**config.mk**
```make
export PLATFORM = sky130hd
export DESIGN_NAME = mem_port_arbiter
export DESIGN_NICKNAME = d
export VERILOG_FILES = /design/src/rtl/riscv_mem_pkg.sv /design/src/rtl/mem_lane_align.sv /design/src/rtl/mem_port_arbiter.sv
export SDC_FILE = /design/constraint.sdc
export NUM_CORES = 1
export LEC_CHECK = 0
export CAP_MARGIN = 15
export CORE_MARGIN = 2
export CORE_UTILIZATION = 42
export DETAILED_ROUTE_END_ITERATION = 10
export GPL_ROUTABILITY_DRIVEN = 0
export PLACE_DENSITY = 0.78
export REMOVE_ABC_BUFFERS = 1
export SETUP_SLACK_MARGIN = 0.15
export SLEW_MARGIN = 20
export SYNTH_ARGS = -nofsm -noshare
export SYNTH_HDL_FRONTEND = slang
export SYNTH_SLANG_ARGS = --single-unit
```
**constraint.sdc**
```tcl
create_clock -name clk -period 2.5 [get_ports clk]
set_input_delay 0.375 -clock clk [delete_from_list [all_inputs] [get_ports clk]]
set_output_delay 0.375 -clock clk [all_outputs]
set_load 0.03 [all_outputs]
```
**src/rtl/riscv_mem_pkg.sv**
```systemverilog
// Shared memory-op codes, FSM and owner encodings for the memory port.
// Also holds small op-classification helpers used by the arbiter and aligner.
package riscv_mem_pkg;

  localparam logic [3:0] MEM_NONE = 4'd0;
  localparam logic [3:0] MEM_SW   = 4'd1;
  localparam logic [3:0] MEM_SH   = 4'd2;
  localparam logic [3:0] MEM_SB   = 4'd3;
  localparam logic [3:0] MEM_LW   = 4'd4;
  localparam logic [3:0] MEM_LH   = 4'd5;
  localparam logic [3:0] MEM_LB   = 4'd6;
  localparam logic [3:0] MEM_LBU  = 4'd7;
  localparam logic [3:0] MEM_LHU  = 4'd8;

  typedef enum logic [1:0] {
    S_IDLE  = 2'd0,
    S_ISSUE = 2'd1,
    S_WAIT  = 2'd2,
    S_ERR   = 2'd3
  } state_e;

  typedef enum logic {
    OWN_IF = 1'b0,
    OWN_D  = 1'b1
  } owner_e;

  function automatic logic op_is_dreq(input logic [3:0] op);
    return (op >= MEM_SW) && (op <= MEM_LHU);
  endfunction

  function automatic logic op_is_store(input logic [3:0] op);
    return (op == MEM_SW) || (op == MEM_SH) || (op == MEM_SB);
  endfunction

  function automatic logic op_is_load(input logic [3:0] op);
    return (op >= MEM_LW) && (op <= MEM_LHU);
  endfunction

  function automatic logic op_misaligned(
    input logic [3:0] op,
    input logic [1:0] lo
  );
    logic m;
    m = 1'b0;
    case (op)
      MEM_SW, MEM_LW:          m = (lo != 2'b00);
      MEM_SH, MEM_LH, MEM_LHU: m = lo[0];
      default:                 m = 1'b0;
    endcase
    return m;
  endfunction

endpackage

```
**src/rtl/mem_lane_align.sv**
```systemverilog
// Byte-lane steering: store byte enables / lane replication and
// load-data extraction with sign or zero extension.
module mem_lane_align
  import riscv_mem_pkg::*;
(
  input  logic [3:0]  mem_op,
  input  logic [1:0]  addr_lo,
  input  logic [31:0] wdata,
  input  logic [31:0] rdata,
  output logic [3:0]  be,
  output logic [31:0] wdata_rep,
  output logic [31:0] load_data
);

  logic        is_byte;
  logic        is_half;
  logic        is_word;
  logic [7:0]  byte_sel;
  logic [15:0] half_sel;
  logic [31:0] shifted;

  assign is_byte = (mem_op == MEM_SB) || (mem_op == MEM_LB) ||
                   (mem_op == MEM_LBU);
  assign is_half = (mem_op == MEM_SH) || (mem_op == MEM_LH) ||
                   (mem_op == MEM_LHU);
  assign is_word = (mem_op == MEM_SW) || (mem_op == MEM_LW);

  assign shifted  = rdata >> {addr_lo, 3'b000};
  assign byte_sel = shifted[7:0];
  assign half_sel = addr_lo[1] ? rdata[31:16] : rdata[15:0];

  always_comb begin
    be        = 4'b0000;
    wdata_rep = wdata;
    unique case (1'b1)
      is_byte: begin
        be        = 4'b0001 << addr_lo;
        wdata_rep = {4{wdata[7:0]}};
      end
      is_half: begin
        be        = addr_lo[1] ? 4'b1100 : 4'b0011;
        wdata_rep = {2{wdata[15:0]}};
      end
      is_word: begin
        be        = 4'b1111;
      end
      default: ;
    endcase
  end

  always_comb begin
    load_data = '0;
    case (mem_op)
      MEM_LW:  load_data = rdata;
      MEM_LH:  load_data = {{16{half_sel[15]}}, half_sel};
      MEM_LHU: load_data = {16'h0000, half_sel};
      MEM_LB:  load_data = {{24{byte_sel[7]}}, byte_sel};
      MEM_LBU: load_data = {24'h000000, byte_sel};
      default: load_data = '0;
    endcase
  end

endmodule

```
**src/rtl/mem_port_arbiter.sv**
```systemverilog
// Shares one single-port memory between instruction fetch and load/store,
// with a starvation guard so fetch eventually wins against busy data traffic.
module mem_port_arbiter #(
  parameter int STARVE_LIMIT = 4,
  parameter int AW           = 32
) (
  input  logic          clk,
  input  logic          reset,
  input  logic          if_req,
  input  logic [AW-1:0] if_addr,
  output logic          if_ready,
  output logic          if_valid,
  output logic [31:0]   if_rdata,
  input  logic [3:0]    d_mem_op,
  input  logic [AW-1:0] d_addr,
  input  logic [31:0]   d_wdata,
  output logic          d_ready,
  output logic          d_valid,
  output logic [31:0]   d_rdata,
  output logic          d_misaligned,
  output logic          mem_req,
  output logic          mem_we,
  output logic [3:0]    mem_be,
  output logic [AW-1:0] mem_addr,
  output logic [31:0]   mem_wdata,
  input  logic          mem_gnt,
  input  logic          mem_rvalid,
  input  logic [31:0]   mem_rdata
);
  import riscv_mem_pkg::*;

  localparam int CW = (STARVE_LIMIT < 1) ? 1 : $clog2(STARVE_LIMIT + 1);
  localparam logic [CW-1:0] LIMIT = CW'(STARVE_LIMIT);

  state_e        state_q, state_d;
  owner_e        owner_q, owner_d;
  logic [3:0]    op_q, op_d;
  logic [AW-1:0] addr_q, addr_d;
  logic [31:0]   wdata_q, wdata_d;
  logic [CW-1:0] starve_q, starve_d;
  logic          mem_req_q, mem_req_d;
  logic          if_valid_q, if_valid_d;
  logic [31:0]   if_rdata_q, if_rdata_d;
  logic          d_valid_q, d_valid_d;
  logic [31:0]   d_rdata_q, d_rdata_d;
  logic          d_mis_q, d_mis_d;

  logic          d_req;
  logic          fetch_win;
  logic          data_win;
  logic          in_idle;
  logic [3:0]    be;
  logic [31:0]   wdata_rep;
  logic [31:0]   load_data;

  mem_lane_align u_align (
    .mem_op    (op_q),
    .addr_lo   (addr_q[1:0]),
    .wdata     (wdata_q),
    .rdata     (mem_rdata),
    .be        (be),
    .wdata_rep (wdata_rep),
    .load_data (load_data)
  );

  assign d_req     = op_is_dreq(d_mem_op);
  assign fetch_win = if_req && (!d_req || (starve_q == LIMIT));
  assign data_win  = d_req && !fetch_win;
  assign in_idle   = (state_q == S_IDLE) && !reset;

  assign if_ready = in_idle && fetch_win;
  assign d_ready  = in_idle && data_win;

  always_comb begin
    state_d    = state_q;
    owner_d    = owner_q;
    op_d       = op_q;
    addr_d     = addr_q;
    wdata_d    = wdata_q;
    starve_d   = starve_q;
    mem_req_d  = mem_req_q;
    if_rdata_d = if_rdata_q;
    d_rdata_d  = d_rdata_q;
    if_valid_d = 1'b0;
    d_valid_d  = 1'b0;
    d_mis_d    = 1'b0;
    unique case (state_q)
      S_IDLE: begin
        if (!if_req) starve_d = '0;
        if (fetch_win) begin
          // Fetch is issued as a full-word read.
          owner_d   = OWN_IF;
          op_d      = MEM_LW;
          addr_d    = if_addr;
          wdata_d   = '0;
          starve_d  = '0;
          mem_req_d = 1'b1;
          state_d   = S_ISSUE;
        end else if (data_win) begin
          owner_d = OWN_D;
          op_d    = d_mem_op;
          addr_d  = d_addr;
          wdata_d = d_wdata;
          if (if_req && (starve_q != LIMIT)) starve_d = starve_q + CW'(1);
          if (op_misaligned(d_mem_op, d_addr[1:0])) begin
            d_valid_d = 1'b1;
            d_mis_d   = 1'b1;
            d_rdata_d = '0;
            state_d   = S_ERR;
          end else begin
            mem_req_d = 1'b1;
            state_d   = S_ISSUE;
          end
        end
      end
      S_ISSUE: begin
        if (mem_gnt) begin
          mem_req_d = 1'b0;
          state_d   = S_WAIT;
        end
      end
      S_WAIT: begin
        if (mem_rvalid) begin
          state_d = S_IDLE;
          if (owner_q == OWN_IF) begin
            if_valid_d = 1'b1;
            if_rdata_d = mem_rdata;
          end else begin
            d_valid_d = 1'b1;
            d_rdata_d = op_is_load(op_q) ? load_data : '0;
          end
        end
      end
      S_ERR: begin
        state_d = S_IDLE;
      end
      default: state_d = S_IDLE;
    endcase
  end

  always_ff @(posedge clk) begin
    if (reset) begin
      state_q    <= S_IDLE;
      owner_q    <= OWN_IF;
      op_q       <= MEM_NONE;
      addr_q     <= '0;
      wdata_q    <= '0;
      starve_q   <= '0;
      mem_req_q  <= 1'b0;
      if_valid_q <= 1'b0;
      if_rdata_q <= '0;
      d_valid_q  <= 1'b0;
      d_rdata_q  <= '0;
      d_mis_q    <= 1'b0;
    end else begin
      state_q    <= state_d;
      owner_q    <= owner_d;
      op_q       <= op_d;
      addr_q     <= addr_d;
      wdata_q    <= wdata_d;
      starve_q   <= starve_d;
      mem_req_q  <= mem_req_d;
      if_valid_q <= if_valid_d;
      if_rdata_q <= if_rdata_d;
      d_valid_q  <= d_valid_d;
      d_rdata_q  <= d_rdata_d;
      d_mis_q    <= d_mis_d;
    end
  end

  assign if_valid     = if_valid_q;
  assign if_rdata     = if_rdata_q;
  assign d_valid      = d_valid_q;
  assign d_rdata      = d_rdata_q;
  assign d_misaligned = d_mis_q;

  assign mem_req   = mem_req_q;
  assign mem_we    = mem_req_q && (owner_q == OWN_D) && op_is_store(op_q);
  assign mem_be    = mem_req_q ? be : 4'b0000;
  assign mem_addr  = mem_req_q ? {addr_q[AW-1:2], 2'b00} : '0;
  assign mem_wdata = mem_we ? wdata_rep : '0;

endmodule
```
Yosys cells after proc, flatten, opt, wreduce, memory -nomap -nowiden

Index checks and enable logic that the tools add are counted.
W data, S select, Z words.

Input bits: 137
Logic and storage cells: 133
Flip-flop bits (word level): 142

Shift operators: 2
$add $sub $neg: 1
Equality and inequality tests: 26
Bitwise gates (word level): 4
Reductions and logical operators: 35
Mux-type cells: 49
Order comparisons: 4

Operators by type and width:

| operator             | number |
|---|---|
| $mux W32             | 12 |
| $pmux W32 S5         | 1 |
| $pmux W32 S2         | 2 |
| $shr A32 B5 Y8       | 1 |
| $eq A4 B3 Y1 const B | 6 |
| $mux W16             | 1 |
| $mux W4              | 4 |
| $mux W1              | 15 |
| $eq A4 B2 Y1 const B | 3 |
| $mux W3              | 4 |
| $pmux W4 S3          | 1 |
| $logic_and A1 B1 Y1  | 10 |
| $mux W2              | 5 |
| $ne A2 B2 Y1 const B | 5 |
| $ne A3 B3 Y1 const B | 3 |
| $eq A4 B1 Y1 const B | 2 |
| $eq A4 B4 Y1 const B | 2 |
| $le A4 B4 Y1 const B | 2 |
| $logic_or A1 B1 Y1   | 8 |
| $pmux W2 S4          | 1 |
| $reduce_bool A2 Y1   | 4 |
| $pmux W1 S2          | 3 |
| $reduce_and A3 Y1    | 2 |
| $reduce_and A6 Y1    | 1 |
| 15 further kinds     | 23 |

Depth between registers and ports, before layout

Gate-level depths: netlist of the first run.

Depth after elaboration: 14
Depth in mapped cells: 9
Gate-level depth less buffers: 7

Modules after synthesis

Synthesis of the first run repeated with hierarchy kept, for this count alone.

Cell total of the unflattened synthesis: 818
Area total of the unflattened synthesis: 7429.6 µm²

Modules (own cells, without submodules):

| module           | instances | area an instance (µm²) | cells an instance |
|---|---|---|---|
| mem_port_arbiter | 1         | 5982.0                 | 650 |
| mem_lane_align   | 1         | 1447.6                 | 168 |

Worst setup path after synthesis of the first run

No wires, ideal clock.

Path type: register to output
Start point: register mem_req_q (netlist: mem_req)
End point: output mem_wdata[24]
Stages on the path, launching flop included: 7
Path buffers: 1
Setup slack: -11 ps
Arrival time: 2136 ps
Data required time: 2125 ps
Cell sequence: dfxtp_1 > nor4bb_1 > o21ai_1 > inv_1 > clkbuf_1 > o21ai_0 > nor2_1

Cells in the longest elaborated chain, start to end: 3

Ends and longest elaborated chain:

| item                              | RTL line                | RTL |
|---|---|---|
| from (decl)                       | mem_port_arbiter.sv:41  | `logic mem_req_q, mem_req_d;` |
| from (signal assigned)            | mem_port_arbiter.sv:162 | `mem_req_q <= mem_req_d;` |
| $logic_and A1 B1 Y1 (2 in series) | mem_port_arbiter.sv:178 | `assign mem_we = mem_req_q && (owner_q == OWN_D) && op_is_store(op_q);` |
| named net mem_we                  | mem_port_arbiter.sv:22  | `output logic mem_we,` |
| $mux W32                          | mem_port_arbiter.sv:181 | `assign mem_wdata = mem_we ? wdata_rep : '0;` |
| to (decl)                         | mem_port_arbiter.sv:25  | `output logic [31:0] mem_wdata,` |

The timed path passes the listed nets, and every way through them passes these cells.

Worst setup path after layout of the first run

Start point: register op_q[2]
End point: output mem_wdata[7]

Cells in the longest elaborated chain, start to end: 5
Elaborated cells between the ends (all ways): 7
Those cells by class: 3 x eq/ne; 1 x mux; 3 x reduce/logical

Ends and longest elaborated chain:

| item                                         | RTL line                | RTL |
|---|---|---|
| from (decl)                                  | mem_port_arbiter.sv:37  | `logic [3:0] op_q, op_d;` |
| from (signal assigned)                       | mem_port_arbiter.sv:158 | `op_q <= op_d;` |
| $eq A4 B1 Y1 or $eq A4 B2 Y1 (tied branches) | riscv_mem_pkg.sv:32     | `return (op == MEM_SW) \|\| (op == MEM_SH) \|\| (op == MEM_SB);` |
| $logic_or A1 B1 Y1                           | riscv_mem_pkg.sv:32     |  |
| $logic_or A1 B1 Y1 *                         | riscv_mem_pkg.sv:32     |  |
| $logic_and A1 B1 Y1 *                        | mem_port_arbiter.sv:178 |  |
| $mux W32 *                                   | mem_port_arbiter.sv:181 |  |

Mark *: on every way between the ends. The rest lies on a longest branch, timed or not.

==> results of run 1 <==
[per-layer routing]
layer,wire [um],up-vias
met5,0,-
met1,10100,3615
met4,520,0
li1,-,3609
met2,12000,387
met3,2370,48
[logic make-up after synthesis]
| logic type | synth area share, % |
|---|---|
| XOR/XNOR | 0.128 |
| AO/OA/AOI/OAI | 28.8 |
| adder cells (fa/ha/maj) | 0.365 |
| buffers and inverters | 5.11 |
| AND/OR/NAND/NOR | 22.5 |
| flip-flops | 41.5 |
| other | 0.0547 |
| multiplexers | 1.55 |
[worst paths after layout]
path,start,to,slack (ps),cells past startpoint
setup / recovery,op_q[2]$_SDFFE_PP0P_,mem_wdata[7],120,7
hold / removal,reset,wdata_q[11]$_SDFFE_PP0P_,380,2
setup reg to reg,op_q[2]$_SDFFE_PP0P_,d_rdata[7]$_SDFFE_PP0P_,330,9
hold reg to reg,if_rdata[14]$_SDFFE_PP0P_,if_rdata[14]$_SDFFE_PP0P_,450,2
[area by class of cell]
| cell class | instances | area, um2 | share of cell area, % |
|---|---|---|---|
| Clock buffer | 18 | 439 | 4.00 |
| Clock inverter | 14 | 160 | 1.46 |
| Inverter | 5 | 18.8 | 0.171 |
| Multi-Input combinational cell | 642 | 3850 | 35.1 |
| Sequential cell | 142 | 2860 | 26.0 |
| Tap cell | 216 | 270 | 2.46 |
| Timing Repair Buffer | 336 | 3360 | 30.7 |
| Timing Repair inverter | 1 | 7.51 | 0.0684 |
[synth_stat cells (2+ instances only)]
cell and number:
sky130_fd_sc_hd__a211oi_2 10, sky130_fd_sc_hd__buf_1 2, sky130_fd_sc_hd__nand2b_1 13, sky130_fd_sc_hd__nor2b_1 7
sky130_fd_sc_hd__nor3_1 14, sky130_fd_sc_hd__o21a_1 5, sky130_fd_sc_hd__clkbuf_1 37, sky130_fd_sc_hd__a221oi_1 14
sky130_fd_sc_hd__a21o_1 2, sky130_fd_sc_hd__mux2i_1 8, sky130_fd_sc_hd__and2_1 41, sky130_fd_sc_hd__a211oi_1 29
sky130_fd_sc_hd__nand3_1 8, sky130_fd_sc_hd__o21ai_0 11, sky130_fd_sc_hd__buf_2 25, sky130_fd_sc_hd__ha_1 2
sky130_fd_sc_hd__a221oi_2 2, sky130_fd_sc_hd__o2bb2ai_1 16, sky130_fd_sc_hd__inv_1 5, sky130_fd_sc_hd__nor2_1 99
sky130_fd_sc_hd__or3_1 2, sky130_fd_sc_hd__a21oi_2 2, sky130_fd_sc_hd__a22oi_1 38, sky130_fd_sc_hd__a32o_1 8
sky130_fd_sc_hd__a21oi_1 123, sky130_fd_sc_hd__nor4b_1 2, sky130_fd_sc_hd__nand2_1 142, sky130_fd_sc_hd__a2bb2oi_1 2
sky130_fd_sc_hd__a221o_1 7, sky130_fd_sc_hd__or2_2 2, sky130_fd_sc_hd__buf_4 5, sky130_fd_sc_hd__dfxtp_1 142
sky130_fd_sc_hd__o31ai_1 5, sky130_fd_sc_hd__o21ai_1 3, sky130_fd_sc_hd__buf_6 2
[stage by stage]
stage	cell area [um2]	utilization, %
floorplan	6530	-
global placement	9860	61.8
detailed placement	9860	61.8
CTS	10800	67.8
global route	11000	68.8
finish	11000	68.8
[what timing repair did]
action,CTS,global route
pin swaps,6,8
gates resized for setup,58,36
endpoints found under the setup margin,41,70
gates cloned,4,0
endpoints found under the hold margin,0,0
buffers inserted,13,5
[worst max-delay path: stages (launching register included)]
cell	delay (ps)
sky130_fd_sc_hd__dfxtp_4	370
sky130_fd_sc_hd__buf_8	140
sky130_fd_sc_hd__nor4bb_4	310
sky130_fd_sc_hd__o21ai_2	140
sky130_fd_sc_hd__buf_4	180
sky130_fd_sc_hd__clkinvlp_4	150
sky130_fd_sc_hd__and2_4	170
sky130_fd_sc_hd__buf_6	120
[state kept, by name, summed over array words and instances, names as in the netlist]
name,cells
op_q,4
state_q,2
addr_q,32
starve_q,3
wdata_q,32
d_rdata,32
if_valid,1
d_valid,1
owner_q,1
mem_req,1
if_rdata,32
d_misaligned,1
[where the power goes]
part,switching (mW),internal (mW)
clock,1.06,1.51
combinational,1.12,0.922
sequential,0.137,2.45
==> impl_metrics.toml, run 1 <==
[yosys]
synth.lib_cells_used.distinct = 59
synthDominantCellAreaShare_pct = 41.5
post_synth_inst_count = 859
syn-cell-area_um2 = 6850
synth-edff-count = 0
ys_ff_latch = 142
synth-warning-count = 0
netlist.top_cell.by_area = "sky130_fd_sc_hd__dfxtp_1"
synth_seq_area_share_pct = 41.5
syn_avg_cell_area_um2 = 7.98
ys_top_cells_by_area = "sky130_fd_sc_hd__dfxtp_1, sky130_fd_sc_hd__a21oi_1, sky130_fd_sc_hd__nand2_1"
synthArstFlopShare_pct = 0
most_frequently_used_flop_master_after_synthesis = "sky130_fd_sc_hd__dfxtp_1"

[clocking]
hold_fix_buffer_count_after_cts = 0
number_of_clock_buffers_inserted_by_tritoncts = 17
path_clk_slew_ps = 60
h-tree-depth = 4
tritoncts = "built"
cts.root.buffer_cell = "sky130_fd_sc_hd__clkbuf_16"
clock_sink_count = 142
cts-root-to-sink-buffers = 2
clkLatencyLatePin_ps = 430

[cells_and_area]
fillerInstances = 1314
layout.cells.most_common = "sky130_fd_sc_hd__clkdlybuf4s50_1"
share_of_final_layout_standard_cells_stronger_than_drive_strength_1_pct = 17.8
area_growth_pct = 60.1
most-common-layout-cells = "sky130_fd_sc_hd__clkdlybuf4s50_1, sky130_fd_sc_hd__nand2_1, sky130_fd_sc_hd__dfxtp_1"
antennaDiodeCount = 0
design.final.nets = 1284
layoutNonFillerInstCount = 1374

[critical_path]
startpoint_type = "register"
critical_path_arrival_ps = 2000
worst-setup-path-type = "register to primary output"
critPathRequiredTime_ps = 2120
crit_path_end_kind = "primary output"
cp_max_fo = 8

[sta]
slew_viol_final = 0
fin_tns_setup_ps = 0
timing_hold_violations_final = 0
setup_slack_ps = 121
maximum_clock_skew_at_final_layout_ps = 9.89
hold_slack_ps = 376
min_period_over_period_pct = 95.2
setup_viol = 0
final.min_clock_period_ps = 2380
tightest_slew_ps = 703
timing.fmax_mhz = 420
setup_repair_after_global_routing_missed_its_margin = "true"
slew_headroom_pct = 53.1

[routing]
totalWireLength_um = 24900
dr.first_iter.drc_count = 627
ant_nets = 0
drt-wirelength-per-cell_um = 18.1
dr_total_vias = 7659
firstDrtPassIters = 6
drt_drc_violations_left = 0
vias_per_cell = 5.57

[global_route]
grt_max_degree = 50
globalRouteMet2Util_pct = 45.7
globalRoute.totalOverflow = 0
wire_length_of_the_first_global_routing_pass_um = 39100
antenna_violations_before_repair = 0
global_route_hottest_layer = "met2"
use_met1_pct = 35.1
grt_use_total_pct = 28.1
groute.layer.met3.usage_pct = 8.88
grt_pass1_vias = 7300

[place]
post-place-ws_ps = 29.8
dpl.hpwl_um = 16900
placement.io_buffers = 273
dp_cells = 1320

[floorplan]
start_util_pct = 43.0
floorplan.die.width_um = 132
floorplan.core_area_um2 = 15900
placementRows = 46
die_height_um = 132
fp.dieArea_um2 = 17400
boundaryPins = 276

[power]
vdd_drop_max_mv = 0.470
standby_leakage_power_nw = 4.21
p_total_mw = 7.20
power_density_nw_per_um2 = 656

[outcome]
status = "complete, no violations"

[flow_run]
maxCapViolCount = 0

[worst_hold_path]
hold_class = "primary input to register"
No activity file was read; power rests on OpenSTA's default activity.
==> run 2: changes to the inputs <==
--- a/config.mk
+++ b/config.mk
@@ -7,13 +7,13 @@
 export LEC_CHECK = 0
 export CAP_MARGIN = 15
 export CORE_MARGIN = 2
-export CORE_UTILIZATION = 42
+export CORE_UTILIZATION = 35
 export DETAILED_ROUTE_END_ITERATION = 10
 export GPL_ROUTABILITY_DRIVEN = 0
-export PLACE_DENSITY = 0.78
+export HOLD_SLACK_MARGIN = 0.03
+export PLACE_DENSITY = 0.67
 export REMOVE_ABC_BUFFERS = 1
 export SETUP_SLACK_MARGIN = 0.15
-export SLEW_MARGIN = 20
 export SYNTH_ARGS = -nofsm -noshare
 export SYNTH_HDL_FRONTEND = slang
 export SYNTH_SLANG_ARGS = --single-unit
==> run 2 against run 1 <==
Effect of this change: sequential share of layout area fell by 1.1 points; global-route usage fell by 3.3 points; wire length rose by 5.1%; the run now ends with setup timing left; combinational power rose by 11%; largest cell class unchanged; cell area rose by 4.2%; first-iteration DRC count fell by 29%; worst setup slack got worse by 130 ps; clock skew fell by 1.7 ps; utilization fell by 9.7 points; fmax fell by 5.3%; non-clock buffer count rose by 36.
==> impl_metrics.toml, run 2 (same netlist as run 1, synthesis figures left out) <==
[global_route]
globalRouteMet2Util_pct = 40.0
globalRoute.totalOverflow = 0
global_route_hottest_layer = "met2"
grt_max_degree = 41
antenna_violations_before_repair = 0
grt_use_total_pct = 24.8
groute.layer.met3.usage_pct = 7.40
wire_length_of_the_first_global_routing_pass_um = 40000
use_met1_pct = 32.1
grt_pass1_vias = 7365

[sta]
timing.fmax_mhz = 398
slew_headroom_pct = 55.6
setup_viol = 2
hold_slack_ps = 232
tightest_slew_ps = 667
slew_viol_final = 0
timing_hold_violations_final = 0
setup_slack_ps = -11.4
maximum_clock_skew_at_final_layout_ps = 8.23
setup_repair_after_global_routing_missed_its_margin = "true"
final.min_clock_period_ps = 2510
min_period_over_period_pct = 100

[outcome]
status = "complete, but fails checks"
violated_checks = "setup timing"

[worst_hold_path]
hold_class = "primary input to register"

[cells_and_area]
most-common-layout-cells = "sky130_fd_sc_hd__clkdlybuf4s50_1, sky130_fd_sc_hd__nand2_1, sky130_fd_sc_hd__dfxtp_1"
layout.cells.most_common = "sky130_fd_sc_hd__clkdlybuf4s50_1"
share_of_final_layout_standard_cells_stronger_than_drive_strength_1_pct = 20.4
area_growth_pct = 66.8
area.sequential_um2 = 2850
fillerInstances = 1696
design.final.nets = 1320
layoutNonFillerInstCount = 1459
antennaDiodeCount = 0
multi_input_area_um2 = 3960

[power]
p_total_mw = 7.37
standby_leakage_power_nw = 4.36
p_sw_mw = 2.46
power_density_nw_per_um2 = 645
clkPwrFrac_pct = 34.2
power.share.switching_pct = 33.4
internal-power_mw = 4.91
sequentialPowerShare_pct = 35.0
combinationalPowerShare_pct = 30.7
vdd_drop_max_mv = 0.479

[clocking]
path_clk_slew_ps = 70
number_of_clock_buffers_inserted_by_tritoncts = 17
cts.root.buffer_cell = "sky130_fd_sc_hd__clkbuf_16"
clkLatencyLatePin_ps = 420
h-tree-depth = 4
hold_fix_buffer_count_after_cts = 0
clock_sink_count = 142
tritoncts = "built"
cts-root-to-sink-buffers = 2

[routing]
firstDrtPassIters = 7
totalWireLength_um = 26200
drt_drc_violations_left = 0
drt-wirelength-per-cell_um = 18.0
dr_total_vias = 7623
ant_nets = 0
vias_per_cell = 5.22
dr.first_iter.drc_count = 443

[place]
placement.io_buffers = 273
dpl.hpwl_um = 17500
dp_cells = 1381

[critical_path]
cell_occurring_most_often_along_the_worst_timing_path = "sky130_fd_sc_hd__buf_6"
startpoint_type = "register"
cpMaxStageDelayCell = "sky130_fd_sc_hd__nor4b_4"
crit_path_end_kind = "primary output"
critPathRequiredTime_ps = 2120
peak_per_stage_delay_on_the_critical_path_ps = 340
critical_path_arrival_ps = 2140
crit_path_cell_trace = "buf_6 -> buf_6 -> nor4b_4 -> nor2_2 -> buf_6 -> buf_8 -> a221oi_2 -> nor2_1 -> buf_4"
worst-setup-path-type = "register to primary output"
cp_max_fo = 6

[floorplan]
floorplan.die.width_um = 144
fp.dieArea_um2 = 20700
placementRows = 51
die_height_um = 144
start_util_pct = 35.4
floorplan.core_area_um2 = 19300
boundaryPins = 276

[flow_run]
maxCapViolCount = 0
==> run 2: cell types whose count changed in the layout (fill, tap and decap cells not counted), sizes merged, moves of 2 or more <==
cell,previous run,this run
clkbuf,18,25
clkinv,6,3
clkdlybuf4s50,225,227
dlymetal6s2s,5,3
inv,8,12
buf,103,131
==> run 2: final cells by class <==
class	count	area share, %
Multi-Input combinational cell	642	34.6
Clock inverter	15	1.32
Clock buffer	17	3.72
Sequential cell	142	25.0
Inverter	5	0.164
Timing Repair Buffer	372	32.2
Tap cell	265	2.90
Timing Repair inverter	1	0.0657
==> run 2: path summary, 6_finish.rpt <==
path | startpoint | depth (start not counted) | slack [ps] | end
worst max register to register | op_q[3]$_SDFFE_PP0P_ | 9 | 230 | d_rdata[3]$_SDFFE_PP0P_
worst min-delay path | reset | 2 | 230 | if_rdata[23]$_SDFFE_PP0P_
worst min register to register | if_rdata[13]$_SDFFE_PP0P_ | 2 | 450 | if_rdata[13]$_SDFFE_PP0P_
worst max-delay path | op_q[2]$_SDFFE_PP0P_ | 9 | -10 | mem_wdata[24]
==> run 2: routing by layer <==
layer  up-vias  share of wire (%)
li1       3696                  -
met1      3573                 43
met2       325                 46
met3        29                9.4
met4         0                1.5
met5         -                  0
==> run 2: worst max-delay path, delay by kind of cell (launching register included) <==
family,cells,cell delay (ps)
AOI/OAI and AO/OA,1,170
buffers and inverters,5,690
DFF,1,320
and+or+nand+nor,3,530
==> run 2: what timing repair did <==
item,4_1_cts,5_1_grt
gates cloned,3,0
buffers inserted,34,9
endpoints found under the setup margin,54,52
gates resized for setup,78,44
endpoints found under the hold margin,0,0
pin swaps,16,15
==> run 2: per-stage QoR <==
| stage | area [um2] | utilization, % | setup WS [ps] | setup TNS [ps] |
|---|---|---|---|---|
| global placement | 10100 | 52.3 | 50.1 | 0 |
| global route | 11400 | 59.1 | -62.5 | -336 |
| floorplan | 6530 | - | -284 | -4480 |
| finish | 11400 | 59.1 | -11.4 | -21.7 |
| detailed placement | 10100 | 52.3 | 30.6 | 0 |
| CTS | 11200 | 58.1 | 59.0 | 0 |
==> run 2: power by group through the flow <==
stage	Combinational, mW	Sequential (mW)	Clock (mW)
2_1_floorplan	0.929	2.68	0
3_3_place_gp	1.94	2.61	0
3_5_place_dp	1.95	2.61	0
4_1_cts	2.15	2.57	2.58
5_1_grt	2.43	2.60	2.67
6_report	2.27	2.58	2.52
==> run 3: changes to the inputs <==
==> constraint.sdc (replaced) <==
create_clock -name clk -period 2.95 [get_ports clk]
set_input_delay 0.4425 -clock clk [delete_from_list [all_inputs] [get_ports clk]]
set_output_delay 0.4425 -clock clk [all_outputs]
set_load 0.03 [all_outputs]
==> run 3 against run 2 <==
Effect of this change: non-clock buffer count down 64; via count decreased by 5.0%; worst hold slack gained 220 ps; clock skew up 2.4 ps; cell area fell by 8.2%; die area is the same; the run now ends clean; combinational power is 30% lower; largest cell class unchanged; sequential power shrank 16%; register-to-register slack improved by 350 ps; critical endpoint is now if_ready; sequential share of layout area grew 2.1 points; clock-buffer cell count is the same.
==> impl_metrics.toml, run 3 (same netlist as run 1, synthesis figures left out) <==
[power]
combinationalPowerShare_pct = 26.9
power.share.switching_pct = 32.9
p_sw_mw = 1.93
clkPwrFrac_pct = 36.2
vdd_drop_max_mv = 0.385
standby_leakage_power_nw = 3.98
power_density_nw_per_um2 = 561
internal-power_mw = 3.95
sequentialPowerShare_pct = 36.9

[flow_run]
maxCapViolCount = 0

[floorplan]
floorplan.die.width_um = 144
fp.dieArea_um2 = 20700
placementRows = 51
die_height_um = 144
floorplan.core_area_um2 = 19300
boundaryPins = 276
start_util_pct = 35.4

[sta]
slew_headroom_pct = 36.5
hold_slack_ps = 453
setup_viol = 0
setup_repair_after_global_routing_missed_its_margin = "false"
min_period_over_period_pct = 90.8
tightest_slew_ps = 943
timing.fmax_mhz = 373
maximum_clock_skew_at_final_layout_ps = 10.6
slew_viol_final = 0
timing_hold_violations_final = 0
fin_tns_setup_ps = 0
final.min_clock_period_ps = 2680

[cells_and_area]
most-common-layout-cells = "sky130_fd_sc_hd__clkdlybuf4s50_1, sky130_fd_sc_hd__nand2_1, sky130_fd_sc_hd__dfxtp_1"
antennaDiodeCount = 0
design.final.nets = 1255
fin_util_pct = 54.3
area_growth_pct = 53.2
layout.cells.most_common = "sky130_fd_sc_hd__clkdlybuf4s50_1"
layoutNonFillerInstCount = 1394
fillerInstances = 1851
share_of_final_layout_standard_cells_stronger_than_drive_strength_1_pct = 11.7

[routing]
totalWireLength_um = 23900
dr_total_vias = 7244
dr.first_iter.drc_count = 408
vias_per_cell = 5.20
drt_drc_violations_left = 0
firstDrtPassIters = 5
drt-wirelength-per-cell_um = 17.1
ant_nets = 0

[critical_path]
cpMaxStageDelayCell = "sky130_fd_sc_hd__or4_4"
worst-setup-path-type = "primary input to primary output"
cp_max_fo = 6
critical_path_arrival_ps = 2240
crit_path_cell_trace = "clkdlybuf4s50_1 -> or4_4 -> nand3_1 -> nand2_1 -> nor3_1 -> buf_12"
worst-path-buf-inv = 2
startpoint_type = "primary input"
rrSetupSlack_ps = 580
crit_path_end_kind = "primary output"
critPathRequiredTime_ps = 2510
peak_per_stage_delay_on_the_critical_path_ps = 600
cp_top_family = "simple AND/OR/NAND/NOR gates"

[clocking]
number_of_clock_buffers_inserted_by_tritoncts = 17
hold_fix_buffer_count_after_cts = 0
cts.root.buffer_cell = "sky130_fd_sc_hd__clkbuf_16"
cts-root-to-sink-buffers = 2
clkLatencyLatePin_ps = 420
clock_sink_count = 142
tritoncts = "built"
h-tree-depth = 4
path_clk_slew_ps = 60

[global_route]
wire_length_of_the_first_global_routing_pass_um = 36600
grt_use_total_pct = 22.7
antenna_violations_before_repair = 0
grt_max_degree = 51
grt_pass1_vias = 6726
globalRoute.totalOverflow = 0

[worst_hold_path]
hold_class = "register to register"

[outcome]
status = "complete, no violations"

[place]
placement.io_buffers = 273
dp_cells = 1356
dpl.hpwl_um = 16700
-- run 3: cell type report --
type                       instances  area, um2  area share [%]
multi-input combinational        642       3670            35.0
clock inverter                    15        149            1.42
timing repair buffer             308       3050            29.1
sequential                       142       2850            27.1
tap                              265        332            3.16
inverter                           5       18.8           0.179
clock buffer                      17        425            4.05
-- run 3: power groups by stage --
stage,Sequential (mW),Combinational [mW],Clock (mW)
after global routing,2.20,1.72,2.25
after CTS,2.17,1.58,2.17
after global placement,2.21,1.56,0
after floorplan,2.27,0.787,0
final,2.17,1.58,2.13
after detailed placement,2.21,1.58,0
-- run 3: timing repair --
item / in CTS / in global routing
gates resized for setup: 6 / 9
endpoints found under the setup margin: 14 / 16
buffers inserted: 0 / 6
-- run 3: tightest hold or removal path, cell delays in order, from the launching register on --
cell                      delay (ps)
sky130_fd_sc_hd__dfxtp_1         310
sky130_fd_sc_hd__nand2_1          50
sky130_fd_sc_hd__a21oi_1          50
-- run 3: final timing paths --
kind	depth (start not counted)	start	end
worst min-delay path	2	if_rdata[18]$_SDFFE_PP0P_	if_rdata[18]$_SDFFE_PP0P_
worst max-delay path	6	d_mem_op[3]	if_ready
worst min register to register	2	if_rdata[18]$_SDFFE_PP0P_	if_rdata[18]$_SDFFE_PP0P_
worst max register to register	6	addr_q[1]$_SDFFE_PP0P_	d_rdata[8]$_SDFFE_PP0P_
-- run 3: metal layers --
layer / track usage, % / share of wire (%) / vias to the layer above
met2: 34.6 / 45 / 289
li1: - / - / 3551
met1: 29.6 / 42 / 3374
met3: 8.53 / 11 / 30
met4: 7.33 / 1.8 / 0
met5: 0 / 0 / -
-- run 3: stage by stage --
| step | worst slack, ps | instance area, um2 | power, mW |
|---|---|---|---|
| after global placement | 280 | 9850 | 3.77 |
| final | 272 | 10500 | 5.89 |
| after CTS | 107 | 10400 | 5.93 |
| after global routing | 171 | 10500 | 6.16 |
| after floorplan | 98.6 | 6530 | 3.06 |
| after detailed placement | 240 | 9850 | 3.79 |
